## src/rtl/router_pkg.sv

```systemverilog
// Shared router types and constants: port directions, routing modes,
// route-compute FSM states and VC/credit sizing.
package router_pkg;

  localparam int NUM_PORTS        = 5;
  localparam int NUM_VCS          = 4;
  localparam int CREDIT_CTR_WIDTH = 4;
  localparam int DIRECTION_BITS   = 3;
  localparam int DIM_BITS_DEF     = 4;
  localparam int SCORE_W          = $clog2(NUM_VCS + 1);

  localparam logic [DIRECTION_BITS-1:0] N = 3'd0;
  localparam logic [DIRECTION_BITS-1:0] E = 3'd1;
  localparam logic [DIRECTION_BITS-1:0] S = 3'd2;
  localparam logic [DIRECTION_BITS-1:0] W = 3'd3;
  localparam logic [DIRECTION_BITS-1:0] R = 3'd4;

  typedef enum logic [1:0] {
    RC_XY,
    RC_YX,
    RC_WEST_FIRST
  } rc_mode_t;

  typedef enum logic [1:0] {
    IDLE,
    COMPUTE,
    OFFER,
    LOCK
  } rc_state_t;

endpackage

```

## src/rtl/rc_adaptive_unit_if.sv

```systemverilog
// Head-flit in / route-out handshake bundle of the route-compute unit.
// slave is the route unit, master is the input buffer / VC allocator side.
interface rc_adaptive_unit_if #(
  parameter int DIM_BITS = router_pkg::DIM_BITS_DEF
) ();
  import router_pkg::*;

  logic                      hd_valid;
  logic                      hd_ready;
  logic [DIM_BITS-1:0]       dst_x;
  logic [DIM_BITS-1:0]       dst_y;
  logic                      hd_single;
  logic                      tail_done;
  logic                      rc_valid;
  logic                      rc_ready;
  logic [DIRECTION_BITS-1:0] rc_out;
  logic                      rc_locked;
  logic                      rc_err;

  modport slave (
    input  hd_valid, dst_x, dst_y, hd_single,
    input  tail_done, rc_ready,
    output hd_ready, rc_valid, rc_out,
    output rc_locked, rc_err
  );

  modport master (
    output hd_valid, dst_x, dst_y, hd_single,
    output tail_done, rc_ready,
    input  hd_ready, rc_valid, rc_out,
    input  rc_locked, rc_err
  );

endinterface

```

## src/rtl/rc_port_score.sv

```systemverilog
// Per-output-port congestion score: number of downstream VCs that are
// both unallocated and hold at least one credit.
module rc_port_score
  import router_pkg::*;
#(
  parameter int VCS = NUM_VCS,
  parameter int CW  = CREDIT_CTR_WIDTH,
  parameter int SW  = $clog2(VCS + 1)
) (
  input  logic [VCS-1:0]         free_i,
  input  logic [VCS-1:0][CW-1:0] credits_i,
  output logic [SW-1:0]          score_o
);

  always_comb begin
    score_o = '0;
    for (int v = 0; v < VCS; v++) begin
      if (free_i[v] && (credits_i[v] != '0))
        score_o = score_o + SW'(1);
    end
  end

endmodule

```

## src/rtl/rc_adaptive_unit.sv

```systemverilog
// Route-compute stage: captures a head flit, picks an output port
// (XY, YX or congestion-aware west-first) and holds it for the packet.
module rc_adaptive_unit
  import router_pkg::*;
#(
  parameter int       DIM_BITS = DIM_BITS_DEF,
  parameter int       MESH_X   = 4,
  parameter int       MESH_Y   = 4,
  parameter rc_mode_t RC_MODE  = RC_XY
) (
  input  logic clk,
  input  logic rst,
  input  logic [DIM_BITS-1:0] LOCAL_X,
  input  logic [DIM_BITS-1:0] LOCAL_Y,
  input  logic [NUM_PORTS-1:0][NUM_VCS-1:0] out_vc_free,
  input  logic [NUM_PORTS-1:0][NUM_VCS-1:0]
               [CREDIT_CTR_WIDTH-1:0] ovc_credits_count_r,
  rc_adaptive_unit_if.slave hd
);

  localparam logic [DIM_BITS:0] MX = (DIM_BITS+1)'(MESH_X);
  localparam logic [DIM_BITS:0] MY = (DIM_BITS+1)'(MESH_Y);

  rc_state_t                 state_q, state_d;
  logic [DIM_BITS-1:0]       dst_x_q, dst_x_d;
  logic [DIM_BITS-1:0]       dst_y_q, dst_y_d;
  logic                      single_q, single_d;
  logic [DIRECTION_BITS-1:0] out_q, out_d;
  logic                      err_q, err_d;

  logic [DIRECTION_BITS-1:0] route, xy_dir, yx_dir, wf_dir, y_dir;
  logic                      route_err;
  logic                      e_go, w_go, s_go, n_go;
  logic [SCORE_W-1:0]        score_e, score_n, score_s, y_score;

  // West and local rows never take part in the adaptive choice
  logic unused_ports;
  assign unused_ports = ^{out_vc_free[W], out_vc_free[R],
                          ovc_credits_count_r[W],
                          ovc_credits_count_r[R]};

  rc_port_score #(
    .VCS(NUM_VCS), .CW(CREDIT_CTR_WIDTH), .SW(SCORE_W)
  ) u_score_e (
    .free_i    (out_vc_free[E]),
    .credits_i (ovc_credits_count_r[E]),
    .score_o   (score_e)
  );

  rc_port_score #(
    .VCS(NUM_VCS), .CW(CREDIT_CTR_WIDTH), .SW(SCORE_W)
  ) u_score_n (
    .free_i    (out_vc_free[N]),
    .credits_i (ovc_credits_count_r[N]),
    .score_o   (score_n)
  );

  rc_port_score #(
    .VCS(NUM_VCS), .CW(CREDIT_CTR_WIDTH), .SW(SCORE_W)
  ) u_score_s (
    .free_i    (out_vc_free[S]),
    .credits_i (ovc_credits_count_r[S]),
    .score_o   (score_s)
  );

  assign e_go = dst_x_q > LOCAL_X;
  assign w_go = dst_x_q < LOCAL_X;
  assign s_go = dst_y_q > LOCAL_Y;
  assign n_go = dst_y_q < LOCAL_Y;

  assign y_dir   = s_go ? S : N;
  assign y_score = s_go ? score_s : score_n;

  always_comb begin
    xy_dir = R;
    priority case (1'b1)
      e_go:    xy_dir = E;
      w_go:    xy_dir = W;
      s_go:    xy_dir = S;
      n_go:    xy_dir = N;
      default: xy_dir = R;
    endcase
  end

  always_comb begin
    yx_dir = R;
    priority case (1'b1)
      s_go:    yx_dir = S;
      n_go:    yx_dir = N;
      e_go:    yx_dir = E;
      w_go:    yx_dir = W;
      default: yx_dir = R;
    endcase
  end

  // Ties between E and the Y port fall to E
  always_comb begin
    wf_dir = R;
    priority case (1'b1)
      w_go:                   wf_dir = W;
      e_go && (s_go || n_go): wf_dir = (y_score > score_e) ? y_dir : E;
      e_go:                   wf_dir = E;
      s_go:                   wf_dir = S;
      n_go:                   wf_dir = N;
      default:                wf_dir = R;
    endcase
  end

  always_comb begin
    route_err = ({1'b0, dst_x_q} >= MX) || ({1'b0, dst_y_q} >= MY);
    route     = R;
    if (!route_err) begin
      case (RC_MODE)
        RC_XY:         route = xy_dir;
        RC_YX:         route = yx_dir;
        RC_WEST_FIRST: route = wf_dir;
        default:       route = xy_dir;
      endcase
    end
  end

  always_ff @(posedge clk or posedge rst) begin
    if (rst) begin
      state_q <= IDLE;
    end else begin
      state_q <= state_d;
    end
  end

  always_comb begin
    state_d = state_q;
    case (state_q)
      IDLE:    if (hd.hd_valid) state_d = COMPUTE;
      COMPUTE: state_d = OFFER;
      OFFER:   if (hd.rc_ready) state_d = single_q ? IDLE : LOCK;
      LOCK:    if (hd.tail_done) state_d = IDLE;
      default: state_d = IDLE;
    endcase
  end

  always_comb begin
    hd.hd_ready  = (state_q == IDLE);
    hd.rc_valid  = (state_q == OFFER);
    hd.rc_locked = (state_q == LOCK);
    hd.rc_out    = out_q;
    hd.rc_err    = err_q;
  end

  // Route is latched once in COMPUTE so later credit churn cannot move it
  always_comb begin
    dst_x_d  = dst_x_q;
    dst_y_d  = dst_y_q;
    single_d = single_q;
    out_d    = out_q;
    err_d    = err_q;
    if ((state_q == IDLE) && hd.hd_valid) begin
      dst_x_d  = hd.dst_x;
      dst_y_d  = hd.dst_y;
      single_d = hd.hd_single;
    end
    if (state_q == COMPUTE) begin
      out_d = route;
      err_d = route_err;
    end
  end

  always_ff @(posedge clk or posedge rst) begin
    if (rst) begin
      dst_x_q  <= '0;
      dst_y_q  <= '0;
      single_q <= 1'b0;
      out_q    <= R;
      err_q    <= 1'b0;
    end else begin
      dst_x_q  <= dst_x_d;
      dst_y_q  <= dst_y_d;
      single_q <= single_d;
      out_q    <= out_d;
      err_q    <= err_d;
    end
  end

endmodule

```

## src/flat_wrapper.sv

```systemverilog
// flat-port wrapper written by rule: the top's interface ports become plain ports
module rc_adaptive_unit_flat import router_pkg::*;
#(
  parameter int       DIM_BITS = DIM_BITS_DEF,
  parameter int       MESH_X   = 4,
  parameter int       MESH_Y   = 4,
  parameter rc_mode_t RC_MODE  = RC_XY
)
  (clk, rst, LOCAL_X, LOCAL_Y, out_vc_free, ovc_credits_count_r, hd_hd_valid, hd_dst_x, hd_dst_y, hd_hd_single, hd_tail_done, hd_rc_ready, hd_hd_ready, hd_rc_valid, hd_rc_out, hd_rc_locked, hd_rc_err);
  rc_adaptive_unit_if #(.DIM_BITS(DIM_BITS)) hd_i ();
  input  logic clk;
  input  logic rst;
  input  logic [DIM_BITS-1:0] LOCAL_X;
  input  logic [DIM_BITS-1:0] LOCAL_Y;
  input  logic [NUM_PORTS-1:0][NUM_VCS-1:0] out_vc_free;
  input  logic [NUM_PORTS-1:0][NUM_VCS-1:0]
               [CREDIT_CTR_WIDTH-1:0] ovc_credits_count_r;
  input wire logic [$bits(hd_i.hd_valid)-1:0] hd_hd_valid;
  input wire logic [$bits(hd_i.dst_x)-1:0] hd_dst_x;
  input wire logic [$bits(hd_i.dst_y)-1:0] hd_dst_y;
  input wire logic [$bits(hd_i.hd_single)-1:0] hd_hd_single;
  input wire logic [$bits(hd_i.tail_done)-1:0] hd_tail_done;
  input wire logic [$bits(hd_i.rc_ready)-1:0] hd_rc_ready;
  output wire logic [$bits(hd_i.hd_ready)-1:0] hd_hd_ready;
  output wire logic [$bits(hd_i.rc_valid)-1:0] hd_rc_valid;
  output wire logic [$bits(hd_i.rc_out)-1:0] hd_rc_out;
  output wire logic [$bits(hd_i.rc_locked)-1:0] hd_rc_locked;
  output wire logic [$bits(hd_i.rc_err)-1:0] hd_rc_err;
  assign hd_i.hd_valid = hd_hd_valid;
  assign hd_i.dst_x = hd_dst_x;
  assign hd_i.dst_y = hd_dst_y;
  assign hd_i.hd_single = hd_hd_single;
  assign hd_i.tail_done = hd_tail_done;
  assign hd_i.rc_ready = hd_rc_ready;
  assign hd_hd_ready = hd_i.hd_ready;
  assign hd_rc_valid = hd_i.rc_valid;
  assign hd_rc_out = hd_i.rc_out;
  assign hd_rc_locked = hd_i.rc_locked;
  assign hd_rc_err = hd_i.rc_err;
  rc_adaptive_unit #(.DIM_BITS(DIM_BITS), .MESH_X(MESH_X), .MESH_Y(MESH_Y), .RC_MODE(RC_MODE)) u_core (.clk(clk), .rst(rst), .LOCAL_X(LOCAL_X), .LOCAL_Y(LOCAL_Y), .out_vc_free(out_vc_free), .ovc_credits_count_r(ovc_credits_count_r), .hd(hd_i));
endmodule
```

## config.mk

```make
export PLATFORM = sky130hd
export DESIGN_NAME = rc_adaptive_unit_flat
export DESIGN_NICKNAME = d
export VERILOG_FILES = /design/src/rtl/router_pkg.sv /design/src/rtl/rc_adaptive_unit_if.sv /design/src/rtl/rc_port_score.sv /design/src/rtl/rc_adaptive_unit.sv /design/src/flat_wrapper.sv
export SDC_FILE = /design/constraint.sdc
export NUM_CORES = 1
export LEC_CHECK = 0
export CORE_MARGIN = 3
export CORE_UTILIZATION = 21
export CTS_BUF_LIST = sky130_fd_sc_hd__clkbuf_16
export DETAILED_ROUTE_END_ITERATION = 16
export GPL_ROUTABILITY_DRIVEN = 0
export GPL_TIMING_DRIVEN = 0
export PLACE_DENSITY = 0.74
export SYNTH_ARGS = -nofsm -noshare
export SYNTH_HDL_FRONTEND = slang
export SYNTH_HIERARCHICAL = 1
export SYNTH_SLANG_ARGS = --single-unit
```

## constraint.sdc

```tcl
create_clock -name clk -period 1.4 [get_ports clk]
set_clock_uncertainty 0.05 [all_clocks]
set_input_delay 0.42 -clock clk [delete_from_list [all_inputs] [get_ports clk]]
set_output_delay 0.42 -clock clk [all_outputs]
set_load 0.02 [all_outputs]
```

==> impl_metrics.tcl, run 1 <==
set metrics [dict create \
    die_x_microns 70.0 \
    die-height_microns 70.0 \
    grt_pass1_vias 836 \
    syn_avg_cell_area_sq_um 10.5 \
    ys_types 27 \
    power.density_nw_per_um2 2050 \
    cts_hold_repair.buffers 0 \
    antenna_found_initial 0 \
    synthArstFlopShare 1.00 \
    wire_per_inst_microns 13.8 \
    rsz0062_at_grt "true" \
    start_util 0.227 \
    cp.required_ps 1510 \
    vias 765 \
    final_cell_area_sq_um 1520 \
    drt_iter0_markers 9 \
    cp_max_fo 3 \
    wl_mm 2.40 \
    num-fill-cells 387 \
    netlist_area_sq_um 861 \
    maxCapViolations 0 \
    grt_usage 0.101 \
    crit_arrival_ps 1670 \
    p_leak_uw 0.000669 \
    path_class "reg2reg" \
    setup_viol 11 \
    hp-class "reg2reg" \
    rows 22 \
    synth.area.top_cells "dfrtp_1, ha_1, mux2_2, inv_1, a21oi_1" \
    status "finished with violations" \
    n_antenna_cell 0 \
    ys_ff_latch 15 \
    violations "negative setup slack" \
    met3_length_microns 140 \
    top_layer "met3" \
    cp-start-kind "flop" \
    drc 0 \
    via_per_inst 4.40 \
    cp_slowest_cell "dfrtp_2" \
    synth_commonest_cells "dfrtp_1, inv_1, a21oi_1, ha_1, mux2_2" \
    cts_buffers 3 \
    postRouteAntennaNets 0 \
    synthCells 82 \
    yosysTopAreaCell "dfrtp_1" \
    ir_worst_vdd_uv 1300 \
    final_nets 257 \
    grt-ovfl-total 0 \
    slew_violations 0 \
    setup_ws_ps -162 \
    synth_edf_count 0 \
    root_buffer "clkbuf_16" \
    path_cells "ha_4 > nand4_1 > or3b_4 > o221ai_2" \
    crit_family "simple AND/OR/NAND/NOR gates" \
    dp_hpwl_mm 1.60 \
    synth.net_count 212 \
    yosysMostFrequentCell "dfrtp_1" \
    relSlewSlack 0.589 \
    synth_flop_cell "dfrtp_1" \
    crit_buf_inv 0 \
    ctsLongestPathBuffers 2 \
    ys_seq_area_frac 0.438 \
    worst_pin_slew_ps 616 \
    cts_tree "yes" \
    max_freq_mhz 640 \
    finalCriticalPeriod_ps 1560 \
    place_area_sq_um 1240 \
    critPathMaxStageDelay_ps 440 \
    grt_pass1_wl_mm 4.02 \
    wl_met2_mm 1.31 \
    drt_pass1_iterations 4 \
    io_buffers 28 \
    end_kind "flop" \
    dieArea_sq_um 4900 \
    cts_max_level 1 \
    grt_max_degree 16 \
    core-area_sq_um 3800 \
    power.total_uw 3100 \
    io_pins 129 \
    drive_above_1_share 0.468 \
    yosysWarnings 6 \
    clock-sinks 15 \
    layout_worst_path_cycle_share 1.12 \
    yosys.area.top_type_share 0.407 \
    clk_latency_ps 240 \
    path_clk_slew_ps 50 \
    final_hold_viol_count 0 \
    syn2layout_area_growth_pct 76.0 \
    m1WireLength_microns 952 \
]
## kinds of logic after synthesis
kind of cell,count (synthesis),synth area share
mux,6,0.0785
simple gates,19,0.161
flops,15,0.438
compound gates,20,0.144
buf+inv,14,0.0625
fa+ha+maj,8,0.116
## layer usage
layer / global-route usage / vias to the layer above
met5: 0 / -
met4: 0.0128 / 0
met3: 0.0317 / 0
met2: 0.182 / 22
met1: 0.121 / 369
li1: - / 374
## worst paths after layout
check                                                    from                              end  slack (ps)  cells after the start
worst min-delay path             u_core/hd.rc_err$_DFFE_PP0N_     u_core/hd.rc_err$_DFFE_PP0N_         440                      1
worst min register to register   u_core/hd.rc_err$_DFFE_PP0N_     u_core/hd.rc_err$_DFFE_PP0N_         440                      1
min in group asynchronous                                 rst      u_core/single_q$_DFFE_PP0P_         500                      2
worst max-delay path            u_core/dst_x_q[3]$_DFFE_PP0P_  u_core/hd.rc_out[1]$_DFFE_PP0N_        -160                      4
max in group asynchronous                                 rst    u_core/dst_x_q[2]$_DFFE_PP0P_         360                      2
worst max register to register  u_core/dst_x_q[3]$_DFFE_PP0P_  u_core/hd.rc_out[1]$_DFFE_PP0N_        -160                      4
## sequential cells by signal (all words and copies together), names as in the netlist
name              count
u_core/dst_x_q        4
u_core/single_q       1
u_core/hd.rc_out      3
u_core/dst_y_q        4
u_core/state_q        2
u_core/hd.rc_err      1
## cells in the final DEF, fill, tap and decap left out, types with 5 or more instances in the layout
| cell type | n |
|---|---|
| a21oi_1 | 7 |
| buf_4 | 9 |
| buf_6 | 8 |
| clkdlybuf4s50_1 | 12 |
| dfrtp_1 | 9 |
| dfrtp_2 | 5 |
| dlygate4sd2_1 | 8 |
| ha_4 | 6 |
| inv_1 | 8 |
| inv_2 | 5 |
| mux2_4 | 6 |
## power breakdown
part           internal [uW]  switching, uW
Sequential               674            253
Clock                    378            167
Combinational            933            695
## final cells by class
type | count | area [sq um] | share of cell area
buffer | 1 | 11.3 | 0.00743
multi-input combinational | 53 | 559 | 0.369
clock inverter | 1 | 3.75 | 0.00248
timing repair buffer | 40 | 362 | 0.239
tap | 48 | 60.1 | 0.0396
sequential | 15 | 383 | 0.253
inverter | 13 | 61.3 | 0.0405
clock buffer | 3 | 75.1 | 0.0495
## through the flow
step	util	hold slack (ps)	worst slack, ps	std cells	setup TNS (ps)
after floorplan	-	271	-72.7	82	-88.7
after global placement	0.327	435	-742	158	-6460
after detailed placement	0.327	433	-773	158	-6990
after CTS	0.383	443	-165	170	-514
after global routing	0.399	457	-230	174	-1340
final	0.399	436	-162	174	-835
## what timing repair did
item	4_1_cts	5_1_grt
resized for setup	65	16
buffers inserted	8	4
pin swaps	16	9
endpoints found under the setup margin	19	16
(Power assumes the default switching activity.)
==> inputs of run 2 (changes only) <==
CORE_MARGIN = 2   (was 3)
SETUP_SLACK_MARGIN = 0.3   (was not set)
==> impl_metrics.tcl, run 2 (same netlist as run 1, synthesis figures left out) <==
set metrics [dict create \
    status "finished with violations" \
    violations "negative setup slack" \
    wire_per_inst_microns 12.8 \
    power.density_nw_per_um2 2060 \
    wl_mm 2.39 \
    end_kind "flop" \
    p_leak_uw 0.000739 \
    antenna_found_initial 0 \
    grt_pass1_wl_mm 3.63 \
    die-height_microns 68.0 \
    setup-tns-final_ps -711 \
    vias 776 \
    dp_hpwl_mm 1.60 \
    drc 0 \
    via_per_inst 4.17 \
    clock-sinks 15 \
    hp-class "in2async" \
    ir_worst_vdd_uv 783 \
    grt-ovfl-total 0 \
    layout_worst_path_cycle_share 1.11 \
    most-common-layout-cells "buf_6, clkdlybuf4s50_1, buf_4" \
    io_pins 129 \
    io_buffers 28 \
    die_x_microns 68.0 \
    cp.required_ps 1510 \
    rsz0062_at_grt "true" \
    regArea_sq_um 384 \
    preCtsSetupSlack_ps -790 \
    path_clk_slew_ps 50 \
    combinationalPowerShare 0.563 \
    path_class "reg2reg" \
    n_antenna_cell 0 \
    power.total_uw 3440 \
    cp_max_fo 3 \
    final_hold_viol_count 0 \
    setup_viol 12 \
    num-fill-cells 376 \
    drt_iter0_markers 23 \
    switchingPower_uw 1210 \
    cts_hold_repair.buffers 0 \
    final_common_cell "buf_6" \
    dieArea_sq_um 4630 \
    multi_input_area_sq_um 578 \
    drive_above_1_share 0.559 \
    final_util 0.420 \
    start_util 0.217 \
    grt_max_degree 16 \
    internal-power_uw 2220 \
    postRouteAntennaNets 0 \
    root_buffer "clkbuf_16" \
    rows 23 \
    max_freq_mhz 641 \
    cts_tree "yes" \
    ctsLongestPathBuffers 2 \
    setup_ws_ps -160 \
    cts_max_level 1 \
    pwr-share-seq 0.278 \
    grt_pass1_vias 818 \
    syn2layout_area_growth_pct 93.6 \
    crit_arrival_ps 1670 \
    finalCriticalPeriod_ps 1560 \
    maxCapViolations 0 \
    hold_ws_ps 444 \
    slew_violations 0 \
    cts_buffers 3 \
    reg2reg_depth 4 \
    drt_pass1_iterations 4 \
    core-area_sq_um 3970 \
    worst_pin_slew_ps 341 \
    grt_usage 0.109 \
    cp-start-kind "flop" \
    final_nets 267 \
    relSlewSlack 0.772 \
    sw_frac_of_total 0.353 \
    power.clock.fraction 0.159 \
    clk_latency_ps 250 \
]
## run 2: cell types whose count changed in the layout (fill, tap and decap cells not counted), moves of 2 or more
cell      previous run  this run
buf_6                8        20
nand2_1              4         1
nand2_2              1         4
a21oi_1              7         5
clkbuf_2             2         0
## run 2: routing by layer
layer | share of wire | track usage | vias to the layer above
met5 | 0 | 0 | -
met4 | 0.018 | 0.0475 | 0
met3 | 0.057 | 0.0247 | 4
met2 | 0.53 | 0.211 | 27
met1 | 0.40 | 0.110 | 357
li1 | - | - | 388
## run 2: through the flow
stage          instances  instance area [sq um]
2_1_floorplan         82                    945
3_3_place_gp         160                   1290
3_5_place_dp         160                   1290
4_1_cts              179                   1550
5_1_grt              186                   1670
6_report             186                   1670
## run 2: what timing repair did
item,CTS,global route
resized for setup,73,18
pin swaps,16,6
setup buffers,15,7
endpoints found under the setup margin,22,26
## run 2: path summary, 6_finish.rpt
path / startpoint / endpoint / slack (ps)
max: u_core/dst_x_q[2]$_DFFE_PP0P_ / u_core/hd.rc_out[1]$_DFFE_PP0N_ / -160
min: rst / u_core/dst_y_q[0]$_DFFE_PP0P_ / 440
max reg2reg: u_core/dst_x_q[2]$_DFFE_PP0P_ / u_core/hd.rc_out[1]$_DFFE_PP0N_ / -160
min reg2reg: u_core/hd.rc_err$_DFFE_PP0N_ / u_core/hd.rc_err$_DFFE_PP0N_ / 470
max in group asynchronous: rst / u_core/hd.rc_out[2]$_DFFE_PP1N_ / 580
min in group clk: u_core/hd.rc_err$_DFFE_PP0N_ / u_core/hd.rc_err$_DFFE_PP0N_ / 470
## run 2: cell type report
cell class	count	area share
tap	50	0.0375
clock inverter	1	0.00225
sequential	15	0.230
inverter	13	0.0390
timing repair buffer	50	0.292
multi-input combinational	53	0.347
buffer	1	0.00676
clock buffer	3	0.0450
## run 2: power by group through the flow
stage | Combinational [uW] | Clock (uW) | Sequential [uW]
floorplan | 814 | 0 | 939
global placement | 1210 | 0 | 917
detailed placement | 1280 | 0 | 926
CTS | 1660 | 562 | 927
global route | 2110 | 570 | 990
finish | 1930 | 548 | 955
## run 2: worst max-delay path, stage by stage (launching register included)
cell and delay, ps:
dfrtp_2 450, ha_4 290, nand4_1 120, or3b_1 410, o221ai_2 150
